===== src/rtl/deadband_tracker.sv =====
// Multi-channel deadband change tracker.
// Each channel keeps the value it last reported. A new sample raises an event
// when it is the channel's first sample or when it differs from that value by
// more than the shared threshold. Events are reported one cycle after
// acceptance and counted in a saturating 16-bit counter.
module deadband_tracker #(
  parameter int unsigned DATA_W  = 8,
  parameter int unsigned N_CH    = 4,
  parameter int unsigned THR_RST = 2,
  localparam int unsigned CH_W   = $clog2(N_CH)
) (
  input  logic              clk,
  input  logic              rst_n,
  input  logic              ena,
  input  logic              in_valid,
  input  logic [CH_W-1:0]   in_ch,
  input  logic [DATA_W-1:0] in_data,
  input  logic              thr_we,
  input  logic [DATA_W-1:0] thr_data,
  input  logic              cnt_clr,
  output logic              out_event,
  output logic [CH_W-1:0]   out_ch,
  output logic [DATA_W-1:0] out_value,
  output logic [DATA_W:0]   out_delta,
  output logic [15:0]       evt_count
);

  localparam int unsigned CNT_W   = 16;
  localparam int unsigned DELTA_W = DATA_W + 1;

  // Per-channel reported value, primed flags and the shared threshold
  logic [DATA_W-1:0] s_q [N_CH];
  logic [N_CH-1:0]   p_q;
  logic [DATA_W-1:0] thr_q;

  // Combinational compare path for the sample presented this cycle
  logic              accept_c;
  logic [DATA_W-1:0] cur_c;
  logic              primed_c;
  logic [DELTA_W-1:0] delta_c;
  logic [DELTA_W-1:0] neg_delta_c;
  logic [DATA_W-1:0] abs_c;
  logic              event_c;

  // Signed difference against the stored value and the event decision
  always_comb begin
    accept_c    = in_valid & ena;
    cur_c       = s_q[in_ch];
    primed_c    = p_q[in_ch];
    delta_c     = {1'b0, in_data} - {1'b0, cur_c};
    neg_delta_c = DELTA_W'(0) - delta_c;
    abs_c       = delta_c[DATA_W] ? neg_delta_c[DATA_W-1:0] : delta_c[DATA_W-1:0];
    event_c     = accept_c & (~primed_c | (abs_c > thr_q));
  end

  // Channel store: only an event moves the reference value
  always_ff @(posedge clk) begin
    if (!rst_n) begin
      for (int i = 0; i < int'(N_CH); i++) begin
        s_q[i] <= '0;
      end
      p_q <= '0;
    end else if (event_c) begin
      s_q[in_ch] <= in_data;
      p_q[in_ch] <= 1'b1;
    end
  end

  // Threshold register; a same-cycle sample still sees the old value
  always_ff @(posedge clk) begin
    if (!rst_n) begin
      thr_q <= DATA_W'(THR_RST);
    end else if (ena && thr_we) begin
      thr_q <= thr_data;
    end
  end

  // Event report registers; payload holds between events
  always_ff @(posedge clk) begin
    if (!rst_n) begin
      out_event <= 1'b0;
      out_ch    <= '0;
      out_value <= '0;
      out_delta <= '0;
    end else begin
      out_event <= event_c;
      if (event_c) begin
        out_ch    <= in_ch;
        out_value <= in_data;
        out_delta <= primed_c ? delta_c : '0;
      end
    end
  end

  // Saturating event counter; a clear coinciding with an event leaves one
  always_ff @(posedge clk) begin
    if (!rst_n) begin
      evt_count <= '0;
    end else if (cnt_clr) begin
      evt_count <= event_c ? CNT_W'(1) : '0;
    end else if (event_c && (evt_count != {CNT_W{1'b1}})) begin
      evt_count <= evt_count + CNT_W'(1);
    end
  end

endmodule

===== config.mk =====
export PLATFORM = sky130hd
export DESIGN_NAME = deadband_tracker
export DESIGN_NICKNAME = d
export VERILOG_FILES = /design/src/rtl/deadband_tracker.sv
export SDC_FILE = /design/constraint.sdc
export NUM_CORES = 1
export LEC_CHECK = 0
export ABC_AREA = 1
export CORE_MARGIN = 2
export CORE_UTILIZATION = 47
export CTS_BUF_LIST = sky130_fd_sc_hd__clkbuf_4 sky130_fd_sc_hd__clkbuf_8
export DETAILED_ROUTE_END_ITERATION = 7
export GPL_TIMING_DRIVEN = 0
export PLACE_DENSITY = 0.68
export RECOVER_POWER = 100
export SYNTH_ARGS = -nofsm -noshare
export SYNTH_HDL_FRONTEND = slang
export SYNTH_SLANG_ARGS = --single-unit

===== constraint.sdc =====
create_clock -name clk -period 15.3 [get_ports clk]
set_clock_uncertainty 0.05 [all_clocks]
set_input_delay 4.59 -clock clk [delete_from_list [all_inputs] [get_ports clk]]
set_output_delay 4.59 -clock clk [all_outputs]
set_load 0.02 [all_outputs]

==> Word level (Yosys, flattened, before mapping) <==
Memory sizes are Yosys's and may differ from the RTL's.
Index checks and enable logic that the tools add are counted.
Widths: inputs -> output; s select.
{ "totals": {"reg_bits": 48, "ram_bits": 32, "in_bits": 24, "word_cells": 41, "memories": 1} }
{ "op_classes": {"n_addsub": 3, "n_lt_le_gt_ge": 3, "n_eq_ne": 1, "muxes": 16, "n_bitwise": 5, "reduce_logical": 5} }
{ "mem_list": {"columns": ["memory", "words", "word_bits", "rd", "rd_ports_with_merged_regs", "write_ports", "line_no", "rtl"], "rows": [
  ["s_q", 4, 8, 1, 0, 4, "32", "logic [DATA_W-1:0] s_q [N_CH];"]
]} }
{ "op_table": {"columns": ["cell", "n"], "rows": [
  ["$mux 16", 2],
  ["$add 16x1->16 const B", 1],
  ["$mux 8", 2],
  ["$ne 16x16->1 const B", 1],
  ["$mux 9", 1],
  ["$sub 8x8->9", 1],
  ["$gt 8x8->1", 1],
  ["$mux 1", 8],
  ["$reduce_or 8->1", 1],
  ["$sub 1x8->8 const A", 1],
  ["$or 4x4->4", 1],
  ["$logic_and 1x1->1", 3],
  ["$lt 2x3->1 const B", 1],
  ["$and 1x1->1", 2],
  ["$bmux 1 s2", 1],
  ["$demux 1 s2", 1],
  ["$ge 2x1->1 const B", 1],
  ["$mux 2", 1],
  ["$reduce_bool 2->1", 1],
  ["$not 1->1", 1],
  ["$or 1x1->1", 1]
]} }

==> Depth between registers and ports, before layout <==
Gate-level depths: netlist (run 1).
An unclocked memory read counts as a cell.
{ "depth": {"depth_word": 12, "mapped_depth": 30, "ltp_nobuf": 29} }

==> Worst setup path before layout (run 1) <==
No wires, ideal clock.
{ "synth_path": {"path_type": "input port to flip-flop", "from": "input port in_ch[0]", "to": "memory s_q[1][0] (enable)", "setup_time_ns": 0.329, "t_arrival_ns": 8.176, "required_ns": 14.921, "setup_slack_ns": 6.745, "cell_stages": 29, "cell_sequence": "buf_2 nand2_1 clkinv_1 a22o_1 a221oi_1 ha_1 inv_1 o21bai_1 nand2_1 nand2_1 a31oi_1 inv_1 nor2_1 xor2_1 inv_1 ha_1 nand2_1 inv_1 nand2_1 nand2_1 nand2_1 nand2_1 nand2_1 nand2_2 nand2_4 nor2_8 buf_6 nand3_1 nand2_1"} }
{ "synth_rtl": {"columns": ["element", "line_no", "rtl"], "rows": [
  ["start: declaration", "16", "input logic [CH_W-1:0] in_ch,"],
  ["end: declaration", "32", null]
]} }

==> flow_summary.yaml, run 1 <==
outcome:
  status: "completed"
place:
  globalplace.congestion: 0.814
  placed_area_mm2: 0.00479
  port-buffer-count: 57
  dp_hpwl_mm: 6.75
setup_path:
  cp-end-kind: "flip-flop"
  critPathMaxFanout: 10
  critPathMostFrequentCell: "nand2_1"
  crit_family: "simple AND/OR/NAND/NOR gates"
  required_ps: 15270
  slowest_stage: "dlygate4sd3_1"
  worstPathBufferInverterCount: 7
  worst_ep_arrival_time_ps: 10010
  cp-start-kind: "input port"
  worstSetupPathType: "input port to flip-flop"
  cpPeakStageDelay_ps: 620
finish:
  layout_commonest_cell: "nand2_1"
  mostFrequentLayoutCells: "nand2_1, inv_1, nor2_1"
  post-route-cell-area_mm2: 0.00490
  fin_nets: 603
  area_delta_synth_final_pct: 19.9
  insertedDiodeCount: 0
  drive_gt1_frac: 0.0496
sta:
  fmax_mhz: 99.6
  slew_headroom: 0.533
  report.final.slew_viol_count: 0
  rsz0062_at_grt: "no"
  worst_slew_pin_slew_ps: 697
  tns_ps: 0
  finalCritPeriodShare: 0.656
  timing_hold_violations_final: 0
  timing.final.crit_period_ps: 10040
  setup_viol: 0
clock_network:
  cts_buffer_depth: 2
  cts.htree.levels: 3
  cts_tree: "built"
  cts_setup_buffers: 0
  path_clk_slew_ps: 90
  clkSinkCount: 80
  hold_buffers: 0
  cts_resized: 0
  cts_buffers: 9
  cts-root-buf: "clkbuf_8"
  clk_latency_ps: 360
synth:
  yosysTopAreaCellShare: 0.235
  post-synth-top-area-cell: "dfxtp_1"
  syn_inst: 492
  ys_top_cells_by_area: "dfxtp_1, edfxtp_1, nand2_1, ha_1, inv_1"
  ys_seq_area_frac: 0.470
  netlist_area_mm2: 0.00409
  post_synth.cell_area_avg_um2: 8.31
  yosysWarnings: 0
  syn_nets: 535
  yosys.cell_types.count: 38
  synth_seq_cells: 80
job:
  drv_cap: 0
drt:
  vias: 3393
  antenna_left: 0
  vias_per_cell: 5.04
  dr.pass1.iters: 5
  route.detailed.drc: 0
  wl_mm: 9.15
  first_iter_violations: 110
  wl_per_cell_um: 13.6
pwr:
  p_leak_uw: 0.00223
  power_density_mw_per_mm2: 101
  ir_worst_vdd_uv: 69.4
floorplan:
  pin_count: 60
  coreArea_mm2: 0.00859
  floorplan.initialDensity: 0.476
  die_h_um: 97.3
  die_width_um: 97.3
  dieArea_mm2: 0.00946
  row_count: 34
global_route:
  top_usage_layer: "met2"
  grt_usage: 0.199
  grt_util_met2: 0.314
  grt_use_met1: 0.262
  grt_pass1_vias: 3144
  grt.overflow.total: 0
  grt_max_degree: 16
  grt_pass1_wl_mm: 15.1
  grt_use_met3: 0.0504
  antenna_found_initial: 0
hold_path:
  hp-class: "flip-flop to flip-flop"
report_power, final:
part / switching, uW / internal [uW]
Clock: 83.4 / 82.4
Combinational: 58.3 / 37.5
Sequential: 2.94 / 229
Total: 145 / 349
cell type report:
cell class                      instances  area (um2)
Sequential cell                        80        1920
Multi-Input combinational cell        338        1770
Clock inverter                          6        76.3
Clock buffer                           10         138
Inverter                               66         250
Fill cell                             797        3690
Tap cell                              108         135
Timing Repair Buffer                   57         571
Buffer                                  8        38.8
worst min-delay path, delay by kind of cell (launching register included):
kind,cells,cell delay (ps)
and+or+nand+nor,2,100
DFF,1,320
worst paths after layout:
kind,end,slack [ps],from,depth (start not counted)
min reg2reg,out_value[0],400,out_value[0],2
max reg2reg,s_q[2][3],10200,s_q[3][6],26
max,s_q[2][3],5260,in_ch[1],29
min,out_value[0],400,out_value[0],2
layer usage:
layer	wire [um]	vias to the layer above	part of all wire
met2	4280	109	0.47
met1	4110	1535	0.45
met5	0	-	0
met3	581	15	0.063
li1	-	1734	-
met4	184	0	0.020
metrics by stage:
step	utilization	total power, uW	setup WS [ps]	instances	hold WS [ps]
finish	0.570	494	5260	673	399
global route	0.570	521	4700	673	420
global placement	0.558	335	5590	657	379
CTS	0.583	504	5850	673	401
detailed placement	0.558	338	5480	657	386
floorplan	-	308	6750	492	373
registers in the layout, indices dropped and copies added (netlist names):
name	cells
out_ch	2
thr_q	8
out_event	1
out_value	8
evt_count	16
p_q	4
s_q	32
out_delta	9
synth_stat cells:
| master | count |
|---|---|
| a21o_1 | 1 |
| a21oi_1 | 30 |
| a221oi_1 | 6 |
| a22o_1 | 6 |
| a22oi_1 | 4 |
| a31oi_1 | 1 |
| and2_1 | 1 |
| buf_1 | 1 |
| buf_2 | 1 |
| buf_6 | 3 |
| clkbuf_1 | 3 |
| clkinv_1 | 2 |
| dfxtp_1 | 48 |
| edfxtp_1 | 32 |
| fa_1 | 1 |
| ha_1 | 18 |
| inv_1 | 60 |
| inv_2 | 3 |
| inv_4 | 1 |
| nand2_1 | 127 |
| nand2_2 | 3 |
| nand2_4 | 7 |
| nand3_1 | 20 |
| nand3_2 | 1 |
| nand4_1 | 2 |
| nor2_1 | 55 |
| nor2_2 | 2 |
| nor2_4 | 2 |
| nor2_8 | 2 |
| nor3_1 | 3 |
| o2111ai_2 | 1 |
| o211ai_1 | 1 |
| o21ai_0 | 20 |
| o21ai_1 | 2 |
| o21bai_1 | 2 |
| or2_2 | 2 |
| xnor2_1 | 5 |
| xor2_1 | 13 |
cells by family after synthesis:
| logic type | Yosys count | synth area share |
|---|---|---|
| compound gates | 74 | 0.109 |
| xor+xnor | 18 | 0.0386 |
| fa+ha+maj | 19 | 0.0600 |
| buf+inv | 74 | 0.0744 |
| flops | 80 | 0.470 |
| simple gates | 227 | 0.248 |
(Power assumes the default switching activity.)
==> inputs of run 2 (changes only) <==
--- a/config.mk
+++ b/config.mk
@@ -11,7 +11,7 @@
 export CTS_BUF_LIST = sky130_fd_sc_hd__clkbuf_4 sky130_fd_sc_hd__clkbuf_8
 export DETAILED_ROUTE_END_ITERATION = 7
 export GPL_TIMING_DRIVEN = 0
-export PLACE_DENSITY = 0.68
+export PLACE_DENSITY = 0.7
 export RECOVER_POWER = 100
 export SYNTH_ARGS = -nofsm -noshare
 export SYNTH_HDL_FRONTEND = slang
==> constraint.sdc (replaced) <==
create_clock -name clk -period 8.27 [get_ports clk]
set_clock_uncertainty 0.05 [all_clocks]
set_input_delay 2.481 -clock clk [delete_from_list [all_inputs] [get_ports clk]]
set_output_delay 2.481 -clock clk [all_outputs]
set_load 0.02 [all_outputs]
==> run 2 against run 1 <==
Effect of this change: sequential power up 85%; design area up 0.79%; worst hold slack worse by 4.5 ps; power up 89%; highest routed layer unchanged.
==> flow_summary.yaml, run 2 (synthesis gave the netlist of run 1 again) <==
global_route:
  grt_usage: 0.198
  grt_pass1_vias: 3194
  antenna_found_initial: 0
  grt.overflow.total: 0
  grt_max_degree: 15
  grt_pass1_wl_mm: 15.0
drt:
  antenna_left: 0
  wl_mm: 9.15
  wl_per_cell_um: 13.6
  vias_per_cell: 5.01
  route.detailed.drc: 0
  first_iter_violations: 100
  dr.pass1.iters: 4
  vias: 3372
finish:
  area_delta_synth_final_pct: 20.9
  mostFrequentLayoutCells: "nand2_1, inv_1, nor2_1"
  reg_top3: "s_q: 32 flops, evt_count: 16 flops, out_delta: 9 flops"
  fill_cells: 797
  post-route-cell-area_mm2: 0.00494
  insertedDiodeCount: 0
  largest_register_ffs: 32
  drive_gt1_frac: 0.0531
  stdcell_count: 673
  seq_area_mm2: 0.00192
  regMostFlops: "s_q"
  multi_input_area_mm2: 0.00179
  fin_nets: 603
  layout_commonest_cell: "nand2_1"
floorplan:
  floorplan.initialDensity: 0.476
  pin_count: 60
  coreArea_mm2: 0.00859
  die_width_um: 97.3
  dieArea_mm2: 0.00946
  row_count: 34
  die_h_um: 97.3
pwr:
  power_density_mw_per_mm2: 189
  p_leak_uw: 0.00226
  p_total_uw: 935
  ir_worst_vdd_uv: 89.6
clock_network:
  path_clk_slew_ps: 80
  cts_tree: "built"
  hold_buffers: 0
  cts-root-buf: "clkbuf_8"
  cts_resized: 0
  cts_buffers: 9
  cts_buffer_depth: 2
  cts_setup_buffers: 0
  clkSinkCount: 80
  clk_latency_ps: 360
  cts.htree.levels: 3
sta:
  timing.final.crit_period_ps: 7520
  layout_setup_ws_ps: 752
  tns_ps: 0
  worst_slew_pin_slew_ps: 694
  slew_headroom: 0.535
  report.final.slew_viol_count: 0
  rsz0062_at_grt: "no"
  setup_viol: 0
  fmax_mhz: 133
  timing_hold_violations_final: 0
  finalCritPeriodShare: 0.909
setup_path:
  critPathMaxFanout: 10
  worst_ep_arrival_time_ps: 7480
  worstReg2RegEnd: "s_q[0][0]"
  cp-end-kind: "flip-flop"
  worstSetupPathType: "input port to flip-flop"
  reg2reg_from: "s_q[3][5]"
  reg2regPathDepth: 25
  r2r_slack_ps: 3630
  cp-start-kind: "input port"
  required_ps: 8240
place:
  placed_area_mm2: 0.00479
  dp_hpwl_mm: 6.81
  place_ws_ps: 487
  dp_cells: 657
  port-buffer-count: 57
  globalplace.congestion: 0.832
hold_path:
  whs_endpoint: "out_value[4]"
  hold_path_depth: 2
  hold_path.startpoint: "out_value[4]"
  hp-class: "flip-flop to flip-flop"
job:
  drv_cap: 0
outcome:
  status: "completed"
[run 2: changes by cell type in the layout (fill, tap and decap cells not counted), sizes merged]
| cell | previous run | this run |
|---|---|---|
| clkbuf | 15 | 13 |
| buf | 3 | 5 |
| bufinv | 1 | 2 |
| clkinv | 5 | 3 |
| inv | 66 | 67 |
[run 2: worst max-delay path by stage]
stage                     slack, ps        end  cells after the start      from
after global routing            250  s_q[0][2]                     28  in_ch[1]
after CTS                       870  s_q[2][0]                     29  in_ch[1]
after detailed placement        490  s_q[2][5]                     29  in_ch[1]
final                           750  s_q[0][0]                     28  in_ch[1]
after floorplan                1820  s_q[1][0]                     29  in_ch[0]
after global placement          610  s_q[2][6]                     29  in_ch[1]
[run 2: layout make-up]
type | count | share of cell area
Sequential cell | 80 | 0.389
Multi-Input combinational cell | 338 | 0.362
Timing Repair Buffer | 57 | 0.115
Inverter | 66 | 0.0506
Tap cell | 108 | 0.0273
Clock buffer | 10 | 0.0266
Clock inverter | 6 | 0.0182
Buffer | 8 | 0.0109
[run 2: metrics by stage]
step | utilization | hold WS [ps]
finish | 0.575 | 395
global route | 0.575 | 420
CTS | 0.584 | 400
detailed placement | 0.558 | 385
global placement | 0.558 | 379
floorplan | - | 373
[run 2: worst max-delay path, cell delays in order]
cell           delay [ps]
dlygate4sd3_1         640
nand2_1               130
clkinv_1              280
a22o_1                310
a221oi_1              260
ha_1                  350
inv_1                  70
o21bai_1               90
nand2_1                70
nand2_1                40
a31oi_1               530
inv_1                 150
nor2_1                150
xor2_1                170
inv_1                  60
ha_1                  260
nand2_1                40
inv_1                  60
nand2_1                50
nand2_1                50
nand2_1                40
nand2_1                60
nand2_1                60
nand2_1                90
nand2_1               140
nor2_8                150
nand2_1               250
nand2_1               420
[run 2: layer usage]
layer | GRT usage | vias up | part of all wire
met4 | 0.0513 | 0 | 0.012
met2 | 0.327 | 72 | 0.47
met5 | 0 | - | 0
met3 | 0.0489 | 9 | 0.045
met1 | 0.262 | 1547 | 0.48
li1 | - | 1744 | -
[run 2: where the power goes]
part	internal, uW	switching [uW]	leakage (uW)
clock network	176	151	0.000113
registers	424	5.55	0.000723
logic	70.4	109	0.00142
